File: src/rtl/jbi_ncio_mrqq_fifo_if.sv
// Handshake bundle for the JBI NCIO MRQQ FIFO: write port, read port and status.
// master = producer/consumer side, slave = FIFO side.
interface jbi_ncio_mrqq_fifo_if #(
    parameter int unsigned WIDTH = 128,
    parameter int unsigned DEPTH = 16
);
    logic                       hold;
    logic                       wr_vld;
    logic [WIDTH-1:0]           wr_data;
    logic                       wr_par_inj;
    logic                       wr_rdy;
    logic                       rd_vld;
    logic [WIDTH-1:0]           rd_data;
    logic                       rd_ack;
    logic                       rd_par_err;
    logic [$clog2(DEPTH):0]     count;
    logic                       hwm;
    logic                       proto_err;

    modport master (
        output hold, wr_vld, wr_data, wr_par_inj, rd_ack,
        input  wr_rdy, rd_vld, rd_data, rd_par_err, count, hwm, proto_err
    );

    modport slave (
        input  hold, wr_vld, wr_data, wr_par_inj, rd_ack,
        output wr_rdy, rd_vld, rd_data, rd_par_err, count, hwm, proto_err
    );
endinterface

File: src/rtl/jbi_ncio_mrqq_fifo.sv
// DEPTH-entry FIFO with a registered head stage, high-water flag and sticky protocol error.
// Define JBI_MRQQ_PAR_EN to store and check one even-parity bit per entry.
module jbi_ncio_mrqq_fifo #(
    parameter int unsigned WIDTH = 128,
    parameter int unsigned DEPTH = 16,
    parameter int unsigned HWM   = 12
) (
    input  logic                 clk,
    input  logic                 rst,
    jbi_ncio_mrqq_fifo_if.slave  bus
);
    localparam int unsigned AW = $clog2(DEPTH);
    localparam int unsigned CW = AW + 1;
`ifdef JBI_MRQQ_PAR_EN
    localparam int unsigned EW = WIDTH + 1;
`else
    localparam int unsigned EW = WIDTH;
`endif

    logic [EW-1:0]    mem_q [DEPTH];
    logic [AW-1:0]    wr_ptr_q, wr_ptr_d;
    logic [AW-1:0]    rd_ptr_q, rd_ptr_d;
    logic [CW-1:0]    count_q, count_d;
    logic             rd_vld_q, rd_vld_d;
    logic [WIDTH-1:0] rd_data_q, rd_data_d;
    logic             rd_par_err_q, rd_par_err_d;
    logic             hwm_q, hwm_d;
    logic             proto_err_q, proto_err_d;

    logic             full;
    logic             accept;
    logic             pop;
    logic [EW-1:0]    wr_entry;
    logic [EW-1:0]    head_entry;
    logic [CW-1:0]    held_after_pop;

    assign full        = (count_q == CW'(DEPTH));
    assign bus.wr_rdy  = !rst && !bus.hold && !full;
    assign accept      = bus.wr_vld && bus.wr_rdy;
    assign pop         = bus.rd_ack && rd_vld_q && !bus.hold;

`ifdef JBI_MRQQ_PAR_EN
    assign wr_entry = {(^bus.wr_data) ^ bus.wr_par_inj, bus.wr_data};
`else
    logic unused_par_inj;
    assign unused_par_inj = bus.wr_par_inj;
    assign wr_entry       = bus.wr_data;
`endif

    always_comb begin
        count_d  = count_q;
        wr_ptr_d = wr_ptr_q;
        rd_ptr_d = rd_ptr_q;
        if (accept && !pop) begin
            count_d = count_q + CW'(1);
        end else if (pop && !accept) begin
            count_d = count_q - CW'(1);
        end
        if (accept) wr_ptr_d = wr_ptr_q + AW'(1);
        if (pop)    rd_ptr_d = rd_ptr_q + AW'(1);

        // Only entries already in storage before this edge may be loaded into the
        // head stage; a write landing this edge shows up one edge later.
        held_after_pop = count_q - CW'(pop);
        head_entry     = mem_q[rd_ptr_d];
        rd_vld_d       = (held_after_pop != '0);
        rd_data_d      = rd_vld_d ? head_entry[WIDTH-1:0] : rd_data_q;
`ifdef JBI_MRQQ_PAR_EN
        rd_par_err_d   = rd_vld_d && (head_entry[WIDTH] != (^head_entry[WIDTH-1:0]));
`else
        rd_par_err_d   = 1'b0;
`endif
        hwm_d          = (count_d >= CW'(HWM));
        proto_err_d    = proto_err_q || (bus.rd_ack && !rd_vld_q);
    end

    always_ff @(posedge clk) begin
        if (rst) begin
            wr_ptr_q     <= '0;
            rd_ptr_q     <= '0;
            count_q      <= '0;
            rd_vld_q     <= 1'b0;
            rd_data_q    <= '0;
            rd_par_err_q <= 1'b0;
            hwm_q        <= 1'b0;
            proto_err_q  <= 1'b0;
        end else if (!bus.hold) begin
            wr_ptr_q     <= wr_ptr_d;
            rd_ptr_q     <= rd_ptr_d;
            count_q      <= count_d;
            rd_vld_q     <= rd_vld_d;
            rd_data_q    <= rd_data_d;
            rd_par_err_q <= rd_par_err_d;
            hwm_q        <= hwm_d;
            proto_err_q  <= proto_err_d;
        end
    end

    // Storage is never cleared; accept already excludes reset and hold.
    always_ff @(posedge clk) begin
        if (accept) begin
            mem_q[wr_ptr_q] <= wr_entry;
        end
    end

    assign bus.rd_vld     = rd_vld_q;
    assign bus.rd_data    = rd_data_q;
    assign bus.rd_par_err = rd_par_err_q;
    assign bus.count      = count_q;
    assign bus.hwm        = hwm_q;
    assign bus.proto_err  = proto_err_q;
endmodule
File: src/flat_wrapper.sv
// flat-port wrapper written by rule: the top's interface ports become plain ports
module jbi_ncio_mrqq_fifo_flat 
#(
    parameter int unsigned WIDTH = 128,
    parameter int unsigned DEPTH = 16,
    parameter int unsigned HWM   = 12
)
  (clk, rst, bus_hold, bus_wr_vld, bus_wr_data, bus_wr_par_inj, bus_rd_ack, bus_wr_rdy, bus_rd_vld, bus_rd_data, bus_rd_par_err, bus_count, bus_hwm, bus_proto_err);
  jbi_ncio_mrqq_fifo_if #(.WIDTH(WIDTH), .DEPTH(DEPTH)) bus_i ();
  input  logic clk;
  input  logic rst;
  input wire logic [$bits(bus_i.hold)-1:0] bus_hold;
  input wire logic [$bits(bus_i.wr_vld)-1:0] bus_wr_vld;
  input wire logic [$bits(bus_i.wr_data)-1:0] bus_wr_data;
  input wire logic [$bits(bus_i.wr_par_inj)-1:0] bus_wr_par_inj;
  input wire logic [$bits(bus_i.rd_ack)-1:0] bus_rd_ack;
  output wire logic [$bits(bus_i.wr_rdy)-1:0] bus_wr_rdy;
  output wire logic [$bits(bus_i.rd_vld)-1:0] bus_rd_vld;
  output wire logic [$bits(bus_i.rd_data)-1:0] bus_rd_data;
  output wire logic [$bits(bus_i.rd_par_err)-1:0] bus_rd_par_err;
  output wire logic [$bits(bus_i.count)-1:0] bus_count;
  output wire logic [$bits(bus_i.hwm)-1:0] bus_hwm;
  output wire logic [$bits(bus_i.proto_err)-1:0] bus_proto_err;
  assign bus_i.hold = bus_hold;
  assign bus_i.wr_vld = bus_wr_vld;
  assign bus_i.wr_data = bus_wr_data;
  assign bus_i.wr_par_inj = bus_wr_par_inj;
  assign bus_i.rd_ack = bus_rd_ack;
  assign bus_wr_rdy = bus_i.wr_rdy;
  assign bus_rd_vld = bus_i.rd_vld;
  assign bus_rd_data = bus_i.rd_data;
  assign bus_rd_par_err = bus_i.rd_par_err;
  assign bus_count = bus_i.count;
  assign bus_hwm = bus_i.hwm;
  assign bus_proto_err = bus_i.proto_err;
  jbi_ncio_mrqq_fifo #(.WIDTH(WIDTH), .DEPTH(DEPTH), .HWM(HWM)) u_core (.clk(clk), .rst(rst), .bus(bus_i));
endmodule
File: config.mk
export PLATFORM = sky130hd
export DESIGN_NAME = jbi_ncio_mrqq_fifo_flat
export DESIGN_NICKNAME = d
export VERILOG_FILES = /design/src/rtl/jbi_ncio_mrqq_fifo_if.sv /design/src/rtl/jbi_ncio_mrqq_fifo.sv /design/src/flat_wrapper.sv
export SDC_FILE = /design/constraint.sdc
export NUM_CORES = 2
export LEC_CHECK = 0
export CAP_MARGIN = 30
export CORE_UTILIZATION = 50
export DETAILED_ROUTE_END_ITERATION = 10
export PLACE_DENSITY = 0.7
export SYNTH_ARGS = -nofsm -noshare
export SYNTH_HDL_FRONTEND = slang
export SYNTH_SLANG_ARGS = --single-unit
File: constraint.sdc
create_clock -name clk -period 12.5 [get_ports clk]
set_clock_uncertainty 0.2 [all_clocks]
set_input_delay 1.25 -clock clk [delete_from_list [all_inputs] [get_ports clk]]
set_output_delay 1.25 -clock clk [all_outputs]
set_load 0.02 [all_outputs]
==> reports/metrics.yaml <==
outcome:
  status: "complete, no violations"
setup_path:
  criticalPathCategory: "primary input to flop"
  cp-startpoint: "bus_hold"
  worst-endpoint-arrival_ns: 6.79
  rrSetupSlack_ns: 6.91
  r2r_start: "u_core.bus.rd_vld"
  worstRegToRegCells: 10
  cp_max_fo: 57
  worst_setup_path_end_kind: "flop"
  cp.required_ns: 13.06
  r2r_end: "u_core.bus.rd_data[124]"
  worst_setup_path_start_kind: "primary input"
timing:
  slew_headroom_pct: 20.3
  rsz0062_at_grt: "no"
  maxSlewViolCount: 0
  fin_tns_setup_ns: 0
  setup_violations: 0
  setup_slack_ns: 6.27
  fin_crit_ns: 6.23
  hold_viol_final: 0
  worst_pin_slew_ns: 1.20
  min_period_over_period_pct: 49.8
  max_freq_mhz: 161
power_and_ir_drop:
  irDropWorstVdd_v: 0.000159
  p_leak_uw: 0.0307
  powerDensity_nw_per_um2: 157
logic_synthesis:
  yosysSeqAreaShare_pct: 72.8
  ys_seq_elements: 2192
  syn_nets: 5277
  synthDistinctLibCells: 55
  netlist_area_um2: 88500
  synth-edff-count: 2048
  synth_cells: 5135
  async_flop_share_pct: 0
  ys.flop_type: "edfxtp_1"
  syn_avg_cell_area_um2: 17.2
  yosysWarningCount: 0
grt:
  grt_max_degree: 187
  grt_usage_pct: 25.7
  grt_pass1_vias: 52600
  grt_pass1_wl_um: 339000
  overflow: 0
  antenna_found_initial: 36
placed_design:
  gp_congestion: 0.742
  place_worst_setup_slack_ns: 5.41
  place_hpwl_um: 122000
  placed_area_um2: 93900
  port_buffers: 269
route:
  firstDrtPassIters: 6
  wl_per_cell_um: 29.3
  vias: 51700
  first_iter_violations: 5730
  postRouteAntennaNets: 0
  viasPerCell: 6.53
  finalWirelength_um: 232000
  post-route-drc-count: 0
finish:
  syn_to_final_growth_pct: 14.6
  final_common_cell: "edfxtp_1"
  stdcell_area_um2: 101000
  drive_above_1_share_pct: 13.6
  num-nets-final: 5507
  most-common-layout-cells: "edfxtp_1, o22ai_1, mux2i_1"
clocking:
  clock-root-buffer: "clkbuf_16"
  clockBufferDepth: 3
  path_clk_slew_ns: 0.06
  cts_sinks: 2192
  h-tree-depth: 4
  worstSkewPairLatency_ns: 0.88
  cts-resized-gates: 0
  cts_hold_buf: 0
  cts-buffers-inserted: 215
  cts_tree: "yes"
  post-cts-setup-buffer-count: 0
min_path:
  min_to: "u_core.bus.rd_data[72]"
  hold_class: "flop to flop"
  min_path_cells: 2
  min_from: "u_core.bus.rd_data[72]"
floorplanning:
  num_io_pins: 272
  rows: 154
  die_w_um: 423
  die_h_um: 423
  coreArea_um2: 176000
  initial_core_util_pct: 50.3
  die_area_um2: 179000
run:
  cap_violations: 0
final cells by class:
cell class / instances / area [um^2]
fillers: 13000 / 74500
flip-flops and latches: 2192 / 64400
multi-input cells: 2546 / 22600
clock buffers: 298 / 5920
repair buffers: 403 / 4110
well taps: 2340 / 2930
clock inverters: 110 / 1320
diodes: 19 / 47.5
inverters: 7 / 33.8
routing by layer:
layer	global-route usage, %	share of wire [%]	up-vias
met5	0	0.069	-
met4	12.1	4.1	24
met3	4.04	7.9	470
met2	43.2	50	2506
met1	32.7	38	26800
li1	-	-	21900
metrics by stage:
| stage | cells | hold slack [ns] | utilization (%) | total power (uW) |
|---|---|---|---|---|
| after global placement | 7469 | 0.259 | 53.2 | 9490 |
| after floorplan | 5135 | 0.334 | - | 8950 |
| after CTS | 7888 | 0.277 | 57.5 | 16000 |
| final | 7915 | 0.272 | 57.6 | 15900 |
| after detailed placement | 7480 | 0.262 | 53.4 | 9520 |
| after global routing | 7913 | 0.302 | 57.6 | 16300 |
how the worst max path moves through the flow:
stage | to | slack (ns) | cells after the start
after floorplan | u_core.mem_q[3][0] | 0.44 | 7
after global placement | u_core.bus.rd_data[37] | 5.08 | 11
after detailed placement | u_core.bus.rd_data[3] | 5.41 | 11
after CTS | u_core.bus.rd_data[124] | 6.28 | 11
after global routing | u_core.bus.rd_data[119] | 6.16 | 11
final | u_core.bus.rd_data[124] | 6.27 | 11
power by group:
part           switching [uW]  internal, uW  total (uW)
Clock                    2780          3780        6560
Sequential                118          8120        8240
Combinational             675           455        1130
Total                    3570         12400       15900
cells in the mapped netlist, types with 2 or more instances:
cell type / instances / area (um^2)
o211ai_1: 3 / 22.5
o21ai_0: 123 / 616
a22oi_1: 4 / 30.0
xor2_1: 5 / 43.8
a21o_1: 2 / 15.0
mux2i_1: 508 / 5080
a31oi_1: 4 / 25.0
ha_1: 8 / 100
o21ai_1: 6 / 30.0
o32ai_1: 4 / 35.0
nor3b_1: 125 / 938
buf_6: 11 / 124
mux4_2: 266 / 5990
dfxtp_1: 144 / 2880
o22ai_1: 626 / 3920
a211oi_1: 2 / 15.0
o221ai_1: 126 / 1100
inv_1: 6 / 22.5
clkbuf_1: 244 / 916
buf_2: 104 / 521
a221o_1: 3 / 30.0
mux2_2: 3 / 33.8
nor3_1: 131 / 656
xnor2_1: 5 / 43.8
a21oi_1: 2 / 10.0
buf_4: 6 / 45.0
a311oi_1: 2 / 17.5
nand4b_1: 127 / 1110
nand3_1: 9 / 45.0
buf_1: 25 / 93.8
edfxtp_1: 2048 / 61500
nor2b_1: 6 / 37.5
nand2b_1: 3 / 18.8
a2bb2oi_1: 124 / 1090
nand4_1: 2 / 12.5
nand2_1: 145 / 544
nor2_1: 155 / 582
worst max-delay path, cell delays in order:
cell,delay (ns)
clkdlybuf4s50_1,0.69
nand3b_2,0.87
inv_8,0.59
ha_1,0.31
nor4b_1,0.16
a211o_1,0.40
and4b_4,0.86
buf_4,0.86
o221ai_1,0.29
a2bb2oi_1,0.22
nand4b_1,0.13
logic make-up (layout without fill, tap and decap cells):
kind of cell / Yosys count / after routing / share of synthesized area, %
muxes: 777 / 777 / 12.6
buffers and inverters: 397 / 818 / 1.95
and+or+nand+nor: 711 / 711 / 4.54
other: 1 / 20 / 0.00424
xor gates and xnor gates: 11 / 11 / 0.117
adders and majority gates: 8 / 8 / 0.113
DFF: 2192 / 2192 / 72.8
AOI/OAI and AO/OA: 1038 / 1038 / 7.94
sequential cells by signal, indices dropped and copies added (netlist names):
signal and flops:
u_core.rd_ptr_q 4, u_core.bus.hwm 1, u_core.wr_ptr_q 4, u_core.bus.rd_vld 1
u_core.bus.rd_data 128, u_core.mem_q 2048, u_core.bus.count 5, u_core.bus.proto_err 1
No activity file was read; power rests on OpenSTA's default activity.
